$ cat src/rtl/apb_fsm_controller_pkg.sv
// Shared AHB-to-APB bridge definitions: sequencer states, peripheral address map
// and the AHB response encoding.
package apb_fsm_controller_pkg;

    typedef enum logic [2:0] {
        IDLE,
        READ,
        RENABLE,
        WWAIT,
        WRITE,
        WENABLE
    } apb_state_t;

    localparam int NUM_PSEL = 3;

    // Region gi spans [REGION_BOUND[gi], REGION_BOUND[gi+1]); the last entry is the map limit.
    localparam logic [NUM_PSEL:0][31:0] REGION_BOUND = {
        32'h8C00_0000,
        32'h8800_0000,
        32'h8400_0000,
        32'h8000_0000
    };

    localparam logic [1:0] RESP_OKAY = 2'b00;

endpackage

$ cat src/rtl/apb_sel_decode.sv
// Combinational address decoder: 32-bit address to one-hot APB peripheral select.
// Addresses outside every region decode to all zeros.
module apb_sel_decode
    import apb_fsm_controller_pkg::*;
(
    input  logic [31:0]         addr,
    output logic [NUM_PSEL-1:0] sel
);

    genvar gi;
    generate
        for (gi = 0; gi < NUM_PSEL; gi++) begin : g_region
            assign sel[gi] = (addr >= REGION_BOUND[gi]) && (addr < REGION_BOUND[gi+1]);
        end
    endgenerate

endmodule

$ cat src/rtl/apb_fsm_controller.sv
// APB-side sequencer of the AHB-to-APB bridge; stalls the AHB pipeline while an APB
// access is in flight. Optional APB_PREADY_EN adds p_ready wait states in the enable phase.
module apb_fsm_controller
    import apb_fsm_controller_pkg::*;
(
    input  logic                h_clk,
    input  logic                h_reset,
    input  logic                valid,
    input  logic                writereg,
    input  logic [31:0]         h_addr,
    input  logic [31:0]         h_addr1,
    input  logic [31:0]         h_wdata,
    input  logic [31:0]         p_rdata,
`ifdef APB_PREADY_EN
    input  logic                p_ready,
`endif
    output logic                h_readyout,
    output logic [31:0]         h_rdata,
    output logic [1:0]          h_resp,
    output logic [NUM_PSEL-1:0] p_sel,
    output logic                p_enable,
    output logic                p_write,
    output logic [31:0]         p_addr,
    output logic [31:0]         p_wdata
);

    apb_state_t          state_reg, state_next;
    logic                pend_reg, pend_next;
    logic                pendw_reg, pendw_next;
    logic [NUM_PSEL-1:0] p_sel_reg, p_sel_next;
    logic [NUM_PSEL-1:0] sel_decoded;
    logic [31:0]         p_addr_reg, p_addr_next;
    logic [31:0]         p_wdata_reg, p_wdata_next;
    logic                access_done;
    logic                issue;
    logic                sel_load;

`ifdef APB_PREADY_EN
    assign access_done = p_ready;
`else
    assign access_done = 1'b1;
`endif

    // The select always follows the address being loaded into p_addr in the same cycle.
    apb_sel_decode u_sel_decode (
        .addr (p_addr_next),
        .sel  (sel_decoded)
    );

    always_comb begin
        state_next   = state_reg;
        pend_next    = pend_reg;
        pendw_next   = pendw_reg;
        p_addr_next  = p_addr_reg;
        p_wdata_next = p_wdata_reg;
        p_sel_next   = p_sel_reg;
        h_readyout   = 1'b0;
        issue        = 1'b0;
        sel_load     = 1'b0;

        case (state_reg)
            IDLE: begin
                h_readyout = 1'b1;
                issue      = 1'b1;
            end
            READ: begin
                state_next = RENABLE;
            end
            RENABLE: begin
                h_readyout = access_done;
                issue      = access_done;
            end
            WWAIT: begin
                // Write data phase: a following transfer may be accepted here and parked.
                h_readyout   = 1'b1;
                state_next   = WRITE;
                p_addr_next  = h_addr1;
                p_wdata_next = h_wdata;
                pend_next    = valid;
                pendw_next   = writereg;
                sel_load     = 1'b1;
            end
            WRITE: begin
                state_next = WENABLE;
            end
            WENABLE: begin
                if (pend_reg) begin
                    if (access_done) begin
                        pend_next   = 1'b0;
                        p_addr_next = h_addr1;
                        sel_load    = 1'b1;
                        if (pendw_reg) begin
                            state_next   = WRITE;
                            p_wdata_next = h_wdata;
                        end else begin
                            state_next = READ;
                        end
                    end
                end else begin
                    h_readyout = access_done;
                    issue      = access_done;
                end
            end
            default: begin
                state_next = IDLE;
            end
        endcase

        if (issue) begin
            if (valid && !writereg) begin
                state_next  = READ;
                p_addr_next = h_addr;
                sel_load    = 1'b1;
            end else if (valid) begin
                state_next = WWAIT;
            end else begin
                state_next = IDLE;
            end
        end

        if (sel_load) begin
            p_sel_next = sel_decoded;
        end
        // WWAIT also drops the select so no peripheral sees a stale setup phase.
        if (state_next == IDLE || state_next == WWAIT) begin
            p_sel_next = '0;
        end
    end

    always_ff @(posedge h_clk or negedge h_reset) begin
        if (!h_reset) begin
            state_reg   <= IDLE;
            pend_reg    <= 1'b0;
            pendw_reg   <= 1'b0;
            p_sel_reg   <= '0;
            p_addr_reg  <= '0;
            p_wdata_reg <= '0;
        end else begin
            state_reg   <= state_next;
            pend_reg    <= pend_next;
            pendw_reg   <= pendw_next;
            p_sel_reg   <= p_sel_next;
            p_addr_reg  <= p_addr_next;
            p_wdata_reg <= p_wdata_next;
        end
    end

    assign p_sel    = p_sel_reg;
    assign p_addr   = p_addr_reg;
    assign p_wdata  = p_wdata_reg;
    assign p_enable = (state_reg == RENABLE) || (state_reg == WENABLE);
    assign p_write  = (state_reg == WRITE) || (state_reg == WENABLE);
    assign h_rdata  = p_rdata;
    assign h_resp   = RESP_OKAY;

endmodule
$ cat config.mk
export PLATFORM = sky130hd
export DESIGN_NAME = apb_fsm_controller
export DESIGN_NICKNAME = d
export VERILOG_FILES = /design/src/rtl/apb_fsm_controller_pkg.sv /design/src/rtl/apb_sel_decode.sv /design/src/rtl/apb_fsm_controller.sv
export SDC_FILE = /design/constraint.sdc
export NUM_CORES = 1
export LEC_CHECK = 0
export CAP_MARGIN = 5
export CORE_MARGIN = 4
export CORE_UTILIZATION = 25
export CTS_BUF_LIST = sky130_fd_sc_hd__clkbuf_8
export DETAILED_ROUTE_END_ITERATION = 16
export GPL_TIMING_DRIVEN = 0
export PLACE_DENSITY_LB_ADDON = 0.3
export SETUP_SLACK_MARGIN = 0.5
export SLEW_MARGIN = 40
export SYNTH_ARGS = -nofsm -noshare
export SYNTH_HDL_FRONTEND = slang
export SYNTH_SLANG_ARGS = --single-unit
$ cat constraint.sdc
create_clock -name h_clk -period 2.4 [get_ports h_clk]
set_clock_uncertainty 0.2 [all_clocks]
set_input_delay 0.72 -clock h_clk [delete_from_list [all_inputs] [get_ports h_clk]]
set_output_delay 0.72 -clock h_clk [all_outputs]
set_load 0.03 [all_outputs]
==> results by group, run 1 <==
Floorplan
  • Rows: 43
  • # IOs: 236
  • Die area: 16,210 um2
  • Die height: 127.3 um
  • Core box area: 13,930 um2
  • Horiz. Die Dim: 127.3 um
  • Initial Util: 25.55%

STA
  • WHS: 0.3004 ns
  • Final min period: 2.269 ns
  • Max-slew violation count: 0
  • Fin crit share: 94.53%
  • RSZ-0062 raised after global routing: true
  • FMAX: 0.4408 GHz
  • Final Hold Vio Count: 0
  • Setup violations, final: 0

Final layout
  • Most frequent cells in the layout: clkdlybuf4s50_1 (92), dfrtp_1 (68), buf_2 (63), buf_6 (62), buf_4 (57)
  • Most common cell after layout, fill and taps aside: clkdlybuf4s50_1
  • Share of cells above drive strength 1: 50.77%
  • P&R area growth vs syn: 87.77%
  • Layout fillers: 1,293
  • Nets: 716

Placed design
  • # port buffers: 201
  • Dpl hpwl: 8.906 mm
  • RePlAce Congestion: 0.7794

Setup path
  • Worst R2R Start: state_reg[1]
  • Critical Path Source: state_reg[1]
  • CP Class: register to primary output
  • Worst-path fanout max: 10
  • Crit path arrival time: 1.35 ns
  • CP required: 1.48 ns
  • Critical path endpoint category: primary output
  • Worst setup SP type: register
  • Critical path buffer and inverter count: 3
  • Slowest stage cell, crit path: dfrtp_1
  • Delay-heaviest family, CP: buffers and inverters
  • CP Cell Sequence: buf_4 > nand2b_4 > inv_2 > buf_6
  • Largest stage delay on the critical path: 0.42 ns

CTS
  • Clk sinks: 72
  • Latest clock arrival within the worst-skew pair: 0.34 ns
  • Clock-pin slew on the worst setup and hold paths: 0.08 ns
  • Total number of H-tree levels: 3
  • Root Driver: clkbuf_8
  • TritonCTS clock tree: done
  • CTS Buffer Depth: 2
  • CTS Buf Count: 9

Status
  • Run status: completed

Global routing
  • First-pass GRT wire length: 18.82 mm
  • Initial antenna violation count: 1
  • Vias in the first global route: 3,711
  • Largest net degree at the start of global routing: 55
  • Total Routing Usage GR: 14.57%
  • Remaining global-route overflow: 0

Synth
  • Avg Inst Size Synth: 10.89 um2
  • Seq cells post-synth: 72
  • Cell variety after synth: 31
  • Post-Synth Simple-Gate Area: 8.893%
  • Mapped Cells: 327
  • Area share of the largest cell type after synthesis: 50.62%
  • Syn. warnings: 0
  • Synth Area in Adders: 0%
  • Post-synthesis xor/xnor area fraction: 0%
  • Largest family of logic cells by synthesized area: multiplexers
  • Post-synthesis mux area share: 20.42%
  • Synth top area cells: dfrtp_1 (51%), mux2_2 (12%), mux2i_1 (8.7%)
  • Seq/Total Area, Yosys: 50.62%
  • Area leader, netlist: dfrtp_1
  • Post-Syn Area: 3560 um2
  • Post-synthesis compound-gate area fraction: 10.02%

Power
  • Leak: 3.099 nW
  • Pwr/cell area: 1300 nW/um2
  • Clock share of power: 11.3%
  • Sw Share: 43.65%
  • Sequential power share: 25.0%
  • Overall power: 8.689 mW
  • Gate power share: 63.7%
  • VDD IR-drop max: 612.4 uV
  • Sw power: 3.793 mW
  • Pint: 4.896 mW

Routing
  • Final ANT Viol Nets: 0
  • Initial DRC Count: 141
  • Via-per-instance ratio: 4.503
  • Post-Route WL: 12.73 mm
  • WL/cell: 16.58 um
  • DRT Pass-1 Iters: 4
  • Via count: 3,458
  • DRC: 0

Job
  • Max-capacitance violation count: 0

Min path
  • Min-Delay Path Class: register to register
  • Worst Hold Launch: p_wdata[3]
-- final cells by class --
type | count | area, um2 | share of cell area, %
timing repair buffer | 245 | 2223 | 33.26
clock inverter | 3 | 42.54 | 0.6365
multi-input combinational | 200 | 1729 | 25.87
tap | 180 | 225.2 | 3.370
sequential | 72 | 1807 | 27.03
buffer | 52 | 483.0 | 7.226
inverter | 4 | 20.02 | 0.2995
clock buffer | 11 | 151.4 | 2.265
antenna | 1 | 2.502 | 0.03744
-- Yosys cell counts --
master    number
or2_2          1
nor2b_1        5
nand2b_1      11
o22ai_1        4
a211oi_1       5
o21ai_1        1
nor2_1        33
nor4_1         2
mux2i_1       31
buf_1          4
o41ai_1        2
buf_2         10
nand2_1       13
dfrtp_1       72
conb_1         1
o31ai_1        1
nor3_1         2
clkbuf_1       3
a22o_1         1
a311oi_1       2
a21oi_1       32
o21ba_2        1
buf_4         35
o21ai_0        6
mux2_2        37
a31oi_1        1
nand3_1        3
a22oi_1        1
o21ai_2        1
inv_1          4
a21o_1         2
-- routing by layer --
| layer | track usage (%) | vias up | wire, um |
|---|---|---|---|
| met5 | 0 | - | 0 |
| li1 | - | 1612 | - |
| met1 | 16.40 | 1657 | 4765 |
| met3 | 5.686 | 9 | 1379 |
| met2 | 25.74 | 180 | 6491 |
| met4 | 3.849 | 0 | 96 |
-- cells by family after synthesis --
group,count (synthesis)
compound gates,60
other cells,1
flops,72
buf+inv,56
mux,68
simple gates,70
-- power groups by stage --
stage               combinational [mW]  sequential [mW]  clock, mW
floorplan                         1.76             3.27          0
finish                            5.53             2.17      0.980
detailed placement                4.72             2.19          0
global route                      5.87             2.25       1.07
global placement                  4.66             2.15          0
CTS                               5.01             2.16       1.02
-- per-stage QoR --
step	setup WS, ns	TNS (ns)	utilization, %	instances	instance area, um2
3_3_place_gp	-2.228	-168.13	41.76	709	5819
6_report	0.1313	0	47.97	768	6684
3_5_place_dp	-0.4485	-8.761	41.97	710	5848
5_1_grt	0.07304	0	47.97	768	6684
4_1_cts	0.1149	0	45.38	756	6324
2_1_floorplan	0.3561	0	-	328	3582
-- repair_timing --
item	4_1_cts	5_1_grt
pin swaps	13	12
endpoints found under the setup margin	167	74
setup buffers	27	8
resized for setup	678	60
endpoints found under the hold margin	18	0
hold buffers	1	0
gates cloned	4	3
-- final timing paths --
| kind | slack [ns] | cells past startpoint | endpoint |
|---|---|---|---|
| worst max register to register | 0.15 | 7 | p_sel[0] |
| worst max-delay path | 0.13 | 4 | p_write |
| worst min-delay path | 0.30 | 1 | p_wdata[3] |
| max in group asynchronous | 0.86 | 3 | pend_reg |
| min in group asynchronous | 0.58 | 2 | p_addr[6] |
| worst min register to register | 0.30 | 1 | p_wdata[3] |
(Power assumes the default switching activity.)
==> inputs of run 2 (changes only) <==
--- a/config.mk
+++ b/config.mk
@@ -6,7 +6,6 @@
 export NUM_CORES = 1
 export LEC_CHECK = 0
 export CAP_MARGIN = 5
-export CORE_MARGIN = 4
 export CORE_UTILIZATION = 25
 export CTS_BUF_LIST = sky130_fd_sc_hd__clkbuf_8
 export DETAILED_ROUTE_END_ITERATION = 16
==> results by group, run 2 (same netlist as run 1, synthesis figures left out) <==
Setup path
  • Worst-path fanout max: 4 (-6)
  • R2r endpoint: p_sel[0]
  • Crit path to: h_readyout
  • Critical path endpoint category: primary output
  • CP required: 1.48 ns (about the same)
  • Worst R2R Path Depth: 8 (+1)
  • R2r setup slk: 0.11 ns (-0.04 ns)
  • Crit path arrival time: 1.41 ns (+0.06 ns)
  • Worst setup SP type: register
  • Critical Path Source: state_reg[0]
  • Worst R2R Start: state_reg[1]
  • CP Class: register to primary output

Floorplan
  • Core box area: 13,880 um2 (-0.39%)
  • # IOs: 236 (unchanged)
  • Rows: 43 (unchanged)
  • Die height: 121.3 um (-4.7%)
  • Horiz. Die Dim: 121.3 um (-4.7%)
  • Die area: 14,720 um2 (-9.2%)
  • Initial Util: 25.64% (+0.099 points)

Final layout
  • Most frequent cells in the layout: clkdlybuf4s50_1 (95), buf_4 (70), dfrtp_1 (68), buf_6 (58), buf_2 (50)
  • Footprint of the multi-input gates: 1871 um2 (+8.2%)
  • Layout fillers: 1,244 (-3.8%)
  • FF/Latch Area: 1807 um2 (unchanged)
  • Share of cells above drive strength 1: 54.31% (+3.5 points)
  • Antenna cell count: 0 (-1)
  • Cell area after layout: 6962 um2 (+4.2%)
  • Nets: 718 (+0.28%)
  • P&R area growth vs syn: 95.57%
  • Most common cell after layout, fill and taps aside: clkdlybuf4s50_1

CTS
  • Total number of H-tree levels: 3 (unchanged)
  • Clock-pin slew on the worst setup and hold paths: 0.09 ns (about the same)
  • CTS hold repair buffers: 0 (-1)
  • CTS Buf Count: 9 (unchanged)
  • Clk sinks: 72 (unchanged)
  • Root Driver: clkbuf_8
  • CTS Buffer Depth: 2 (unchanged)
  • Latest clock arrival within the worst-skew pair: 0.37 ns (+0.03 ns)
  • TritonCTS clock tree: done

STA
  • Max-slew violation count: 0 (unchanged)
  • FMAX: 0.4294 GHz (-2.6%)
  • Final min period: 2.329 ns (+0.05997 ns)
  • RSZ-0062 raised after global routing: true
  • Fin crit share: 97.03% (+2.5 points)
  • Setup ws final: 0.07130 ns (-0.05997 ns)
  • Final Hold Vio Count: 0 (unchanged)
  • Setup violations, final: 0 (unchanged)

Min path
  • Min-Delay Path Class: input port to asynchronous set/reset pin

Global routing
  • Remaining global-route overflow: 0 (unchanged)
  • Total Routing Usage GR: 15.97% (+1.4 points)
  • First-pass GRT wire length: 17.67 mm (-6.1%)
  • Largest net degree at the start of global routing: 38 (-31%)
  • Initial antenna violation count: 0 (-1)
  • Vias in the first global route: 3,521 (-5.1%)

Routing
  • Via count: 3,450 (-0.23%)
  • DRC: 0 (unchanged)
  • Final ANT Viol Nets: 0 (unchanged)
  • Post-Route WL: 12.37 mm (-2.9%)
  • Via-per-instance ratio: 4.475 (-0.62%)
  • DRT Pass-1 Iters: 4 (unchanged)
  • WL/cell: 16.04 um (-3.2%)
  • Initial DRC Count: 76 (-46%)

Job
  • Max-capacitance violation count: 0 (unchanged)

Power
  • VDD IR-drop max: 712.8 uV (+16%)
  • Leak: 3.220 nW (+3.9%)
  • Pwr/cell area: 1324 nW/um2 (+1.9%)

Placed design
  • Dpl cell area: 5841 um2 (-0.13%)
  • Dpl ws: -0.5346 ns (-0.08609 ns)
  • # port buffers: 201 (unchanged)
  • RePlAce Congestion: 0.7717 (-0.99%)
  • Dpl hpwl: 8.233 mm (-7.6%)

Status
  • Run status: completed
run 2: how the worst min path moves through the flow:
stage | startpoint | end | slack [ns] | cells after the start
finish | h_reset | p_wdata[29] | 0.03 | 1
global route | h_reset | p_wdata[29] | 0.04 | 1
CTS | h_reset | p_wdata[3] | 0.02 | 1
detailed placement | p_wdata[30] | p_wdata[30] | 0.29 | 1
global placement | p_wdata[26] | p_wdata[26] | 0.29 | 1
floorplan | h_reset | p_addr[0] | 0.22 | 0
run 2: metrics by stage:
step                 TNS, ns  util [%]  cells  hold WS (ns)  power, mW
floorplan                  0         -    328        0.2244      5.023
global placement     -169.00     41.92    709        0.2876      6.796
detailed placement    -10.58     42.08    710        0.2911      6.889
CTS                        0     46.46    757       0.02283      8.405
global route        -0.02487     50.15    771       0.03838      9.726
finish                     0     50.15    771       0.03185      9.221
run 2: where the power goes:
part,switching [mW],internal (mW)
logic,3.07,2.75
registers,0.364,1.83
clock network,0.490,0.715
total,3.93,5.29
run 2: what timing repair did:
action                                  4_1_cts  5_1_grt
cloned                                        6        0
pin swaps                                     9       11
setup buffers                                25       14
resized for setup                           680      117
endpoints found under the setup margin      167       86
run 2: area by class of cell:
type	instances	share of cell area [%]
Clock buffer	10	1.977
Buffer	52	6.614
Timing Repair Buffer	247	33.52
Sequential cell	72	25.95
Multi-Input combinational cell	200	26.87
Inverter	4	0.2876
Clock inverter	6	1.546
Tap cell	180	3.235
run 2: per-layer routing:
| layer | vias to the layer above | share of wire [%] | track usage, % | wire length [um] |
|---|---|---|---|---|
| met1 | 1660 | 41 | 17.71 | 5021 |
| met2 | 162 | 50 | 27.98 | 6158 |
| met3 | 12 | 8.5 | 5.686 | 1049 |
| met4 | 0 | 1.1 | 5.556 | 140 |
| met5 | - | 0 | 0 | 0 |
| li1 | 1616 | - | - | - |
run 2: critical path: stages (launching register included):
cell and delay, ns:
dfrtp_2 0.45, buf_12 0.14, nand2b_4 0.08, nor3_4 0.04, a21o_2 0.19, buf_6 0.13
==> inputs of run 3 (changes only) <==
--- a/config.mk
+++ b/config.mk
@@ -11,7 +11,6 @@
 export DETAILED_ROUTE_END_ITERATION = 16
 export GPL_TIMING_DRIVEN = 0
 export PLACE_DENSITY_LB_ADDON = 0.3
-export SETUP_SLACK_MARGIN = 0.5
 export SLEW_MARGIN = 40
 export SYNTH_ARGS = -nofsm -noshare
 export SYNTH_HDL_FRONTEND = slang
==> results by group, run 3 (same netlist as run 1, synthesis figures left out) <==
Final layout
  • Nets: 680 (-5.3%)
  • Most common cell after layout, fill and taps aside: clkdlybuf4s50_1
  • FF/Latch Area: 1805 um2 (about the same)
  • Antenna cell count: 0 (unchanged)
  • P&R area growth vs syn: 73.46%
  • Footprint of the multi-input gates: 1501 um2 (-20%)
  • Layout fillers: 1,305 (+4.9%)
  • Share of cells above drive strength 1: 23.69% (-31 points)
  • Most frequent cells in the layout: clkdlybuf4s50_1 (190), dfrtp_1 (69), buf_4 (45), mux2_2 (37), nor2_1 (32)

Placed design
  • Dpl hpwl: 8.248 mm (+0.17%)
  • # port buffers: 201 (unchanged)
  • Dpl ws: -0.5304 ns (+0.004215 ns)
  • RePlAce Congestion: 0.8206 (+6.3%)

Global routing
  • Grt met2 use: 23.62% (-4.4 points)
  • Remaining global-route overflow: 0 (unchanged)
  • Largest net degree at the start of global routing: 41 (+7.9%)
  • GRT busiest layer: met2
  • Met3 GRT Util: 5.028% (-0.66 points)
  • First-pass GRT wire length: 16.46 mm (-6.8%)
  • Total Routing Usage GR: 14.38% (-1.6 points)
  • Vias in the first global route: 3,249 (-7.7%)
  • Initial antenna violation count: 0 (unchanged)
  • GR Util met1: 17.74% (+0.026 points)

Setup path
  • CP Cell Sequence: buf_4 > clkdlybuf4s50_1
  • Worst-path fanout max: 1 (-3)
  • Crit path arrival time: 1.46 ns (+0.05 ns)
  • Largest stage delay on the critical path: 0.66 ns (+0.21 ns)
  • Worst setup SP type: input port
  • Slowest stage cell, crit path: clkdlybuf4s50_1
  • CP Class: input port to primary output
  • Critical path buffer and inverter count: 2 (unchanged)
  • CP required: 1.48 ns (about the same)
  • Critical path endpoint category: primary output
  • Delay-heaviest family, CP: buffers and inverters

STA
  • RSZ-0062 raised after global routing: true
  • Fin crit share: 99.36% (+2.3 points)
  • Worst Tran Pin Value: 0.5877 ns
  • Final min period: 2.385 ns (+0.05593 ns)
  • FMAX: 0.4194 GHz (-2.3%)
  • Setup violations, final: 0 (unchanged)
  • Max-slew violation count: 0 (unchanged)
  • Setup ws final: 0.01537 ns (-0.05593 ns)
  • WHS: 0.05757 ns (+0.02572 ns)
  • Final Hold Vio Count: 0 (unchanged)
  • Relative slew slack: 60.82%

Power
  • Overall power: 7.893 mW (-14%)
  • Leak: 2.600 nW (-19%)
  • VDD IR-drop max: 673.0 uV (-5.6%)
  • Pwr/cell area: 1278 nW/um2 (-3.5%)

CTS
  • Clock-pin slew on the worst setup and hold paths: 0.07 ns (-0.02 ns)
  • Total number of H-tree levels: 3 (unchanged)
  • TritonCTS clock tree: done
  • Latest clock arrival within the worst-skew pair: 0.34 ns (-0.03 ns)
  • Clk sinks: 72 (unchanged)
  • CTS Buf Count: 9 (unchanged)
  • Root Driver: clkbuf_8
  • CTS Buffer Depth: 2 (unchanged)

Floorplan
  • Die height: 121.3 um (unchanged)
  • # IOs: 236 (unchanged)
  • Rows: 43 (unchanged)
  • Core box area: 13,880 um2 (unchanged)
  • Initial Util: 25.64% (unchanged)
  • Die area: 14,720 um2 (unchanged)
  • Horiz. Die Dim: 121.3 um (unchanged)

Routing
  • Via count: 3,203 (-7.2%)
  • WL/cell: 14.70 um (-8.4%)
  • Post-Route WL: 10.78 mm (-13%)
  • Final ANT Viol Nets: 0 (unchanged)
  • DRT Pass-1 Iters: 4 (unchanged)
  • Initial DRC Count: 102 (+34%)
  • DRC: 0 (unchanged)
  • Via-per-instance ratio: 4.370 (-2.3%)

Job
  • Max-capacitance violation count: 0 (unchanged)

Min path
  • Min-Delay Path Class: input port to asynchronous set/reset pin

Status
  • Run status: completed
-- run 3: cell count changes in the layout (fill, tap and decap cells not counted), sizes merged, moves of 2 or more --
cell           before  now
clkdlybuf4s50      95  190
buf               198   60
dlymetal6s2s        0    3
clkinvlp            0    2
clkbuf             13   16
bufinv              3    0
-- run 3: path summary, 6_finish.rpt --
path                                    from          end  slack [ns]  depth (start not counted)
max in group asynchronous            h_reset   p_addr[21]        1.42                          2
worst min-delay path                 h_reset  p_wdata[30]        0.06                          1
min in group h_clk               p_wdata[16]  p_wdata[16]        0.31                          1
worst max register to register  state_reg[0]     p_sel[1]        0.12                          6
worst max-delay path              p_rdata[4]   h_rdata[4]        0.02                          2
worst min register to register   p_wdata[16]  p_wdata[16]        0.31                          1
-- run 3: stage by stage --
stage | instance area, um2 | instances | setup TNS [ns] | util [%]
after floorplan | 3563 | 328 | 0 | -
after global placement | 5801 | 709 | -173.10 | 41.79
after detailed placement | 5822 | 710 | -15.94 | 41.94
after CTS | 6056 | 726 | -0.01005 | 43.63
after global routing | 6175 | 733 | -0.1889 | 44.48
final | 6175 | 733 | 0 | 44.48
-- run 3: layer usage --
metal	share of wire, %	vias to the layer above
met5	0	-
met4	0.97	0
met3	9.8	10
met2	47	159
met1	42	1493
li1	-	1541
-- run 3: power by group --
group | internal, mW | leakage (nW) | switching, mW
combinational | 2.22 | 1.66 | 2.60
sequential | 1.83 | 0.837 | 0.348
clock | 0.452 | 0.101 | 0.447
total | 4.49 | 2.60 | 3.40
-- run 3: cell type report --
type,instances,share of cell area [%]
multi-input combinational,200,24.32
buffer,52,5.735
sequential,72,29.24
clock inverter,4,0.3242
inverter,4,0.3040
clock buffer,12,2.675
tap,180,3.647
timing repair buffer,209,33.76
-- run 3: timing repair --
action                                  CTS  global route
setup buffers                             0             7
hold buffers                              0             0
pin swaps                                 0             4
endpoints found under the setup margin   37            59
cloned                                    0             0
gates resized for setup                  39            19
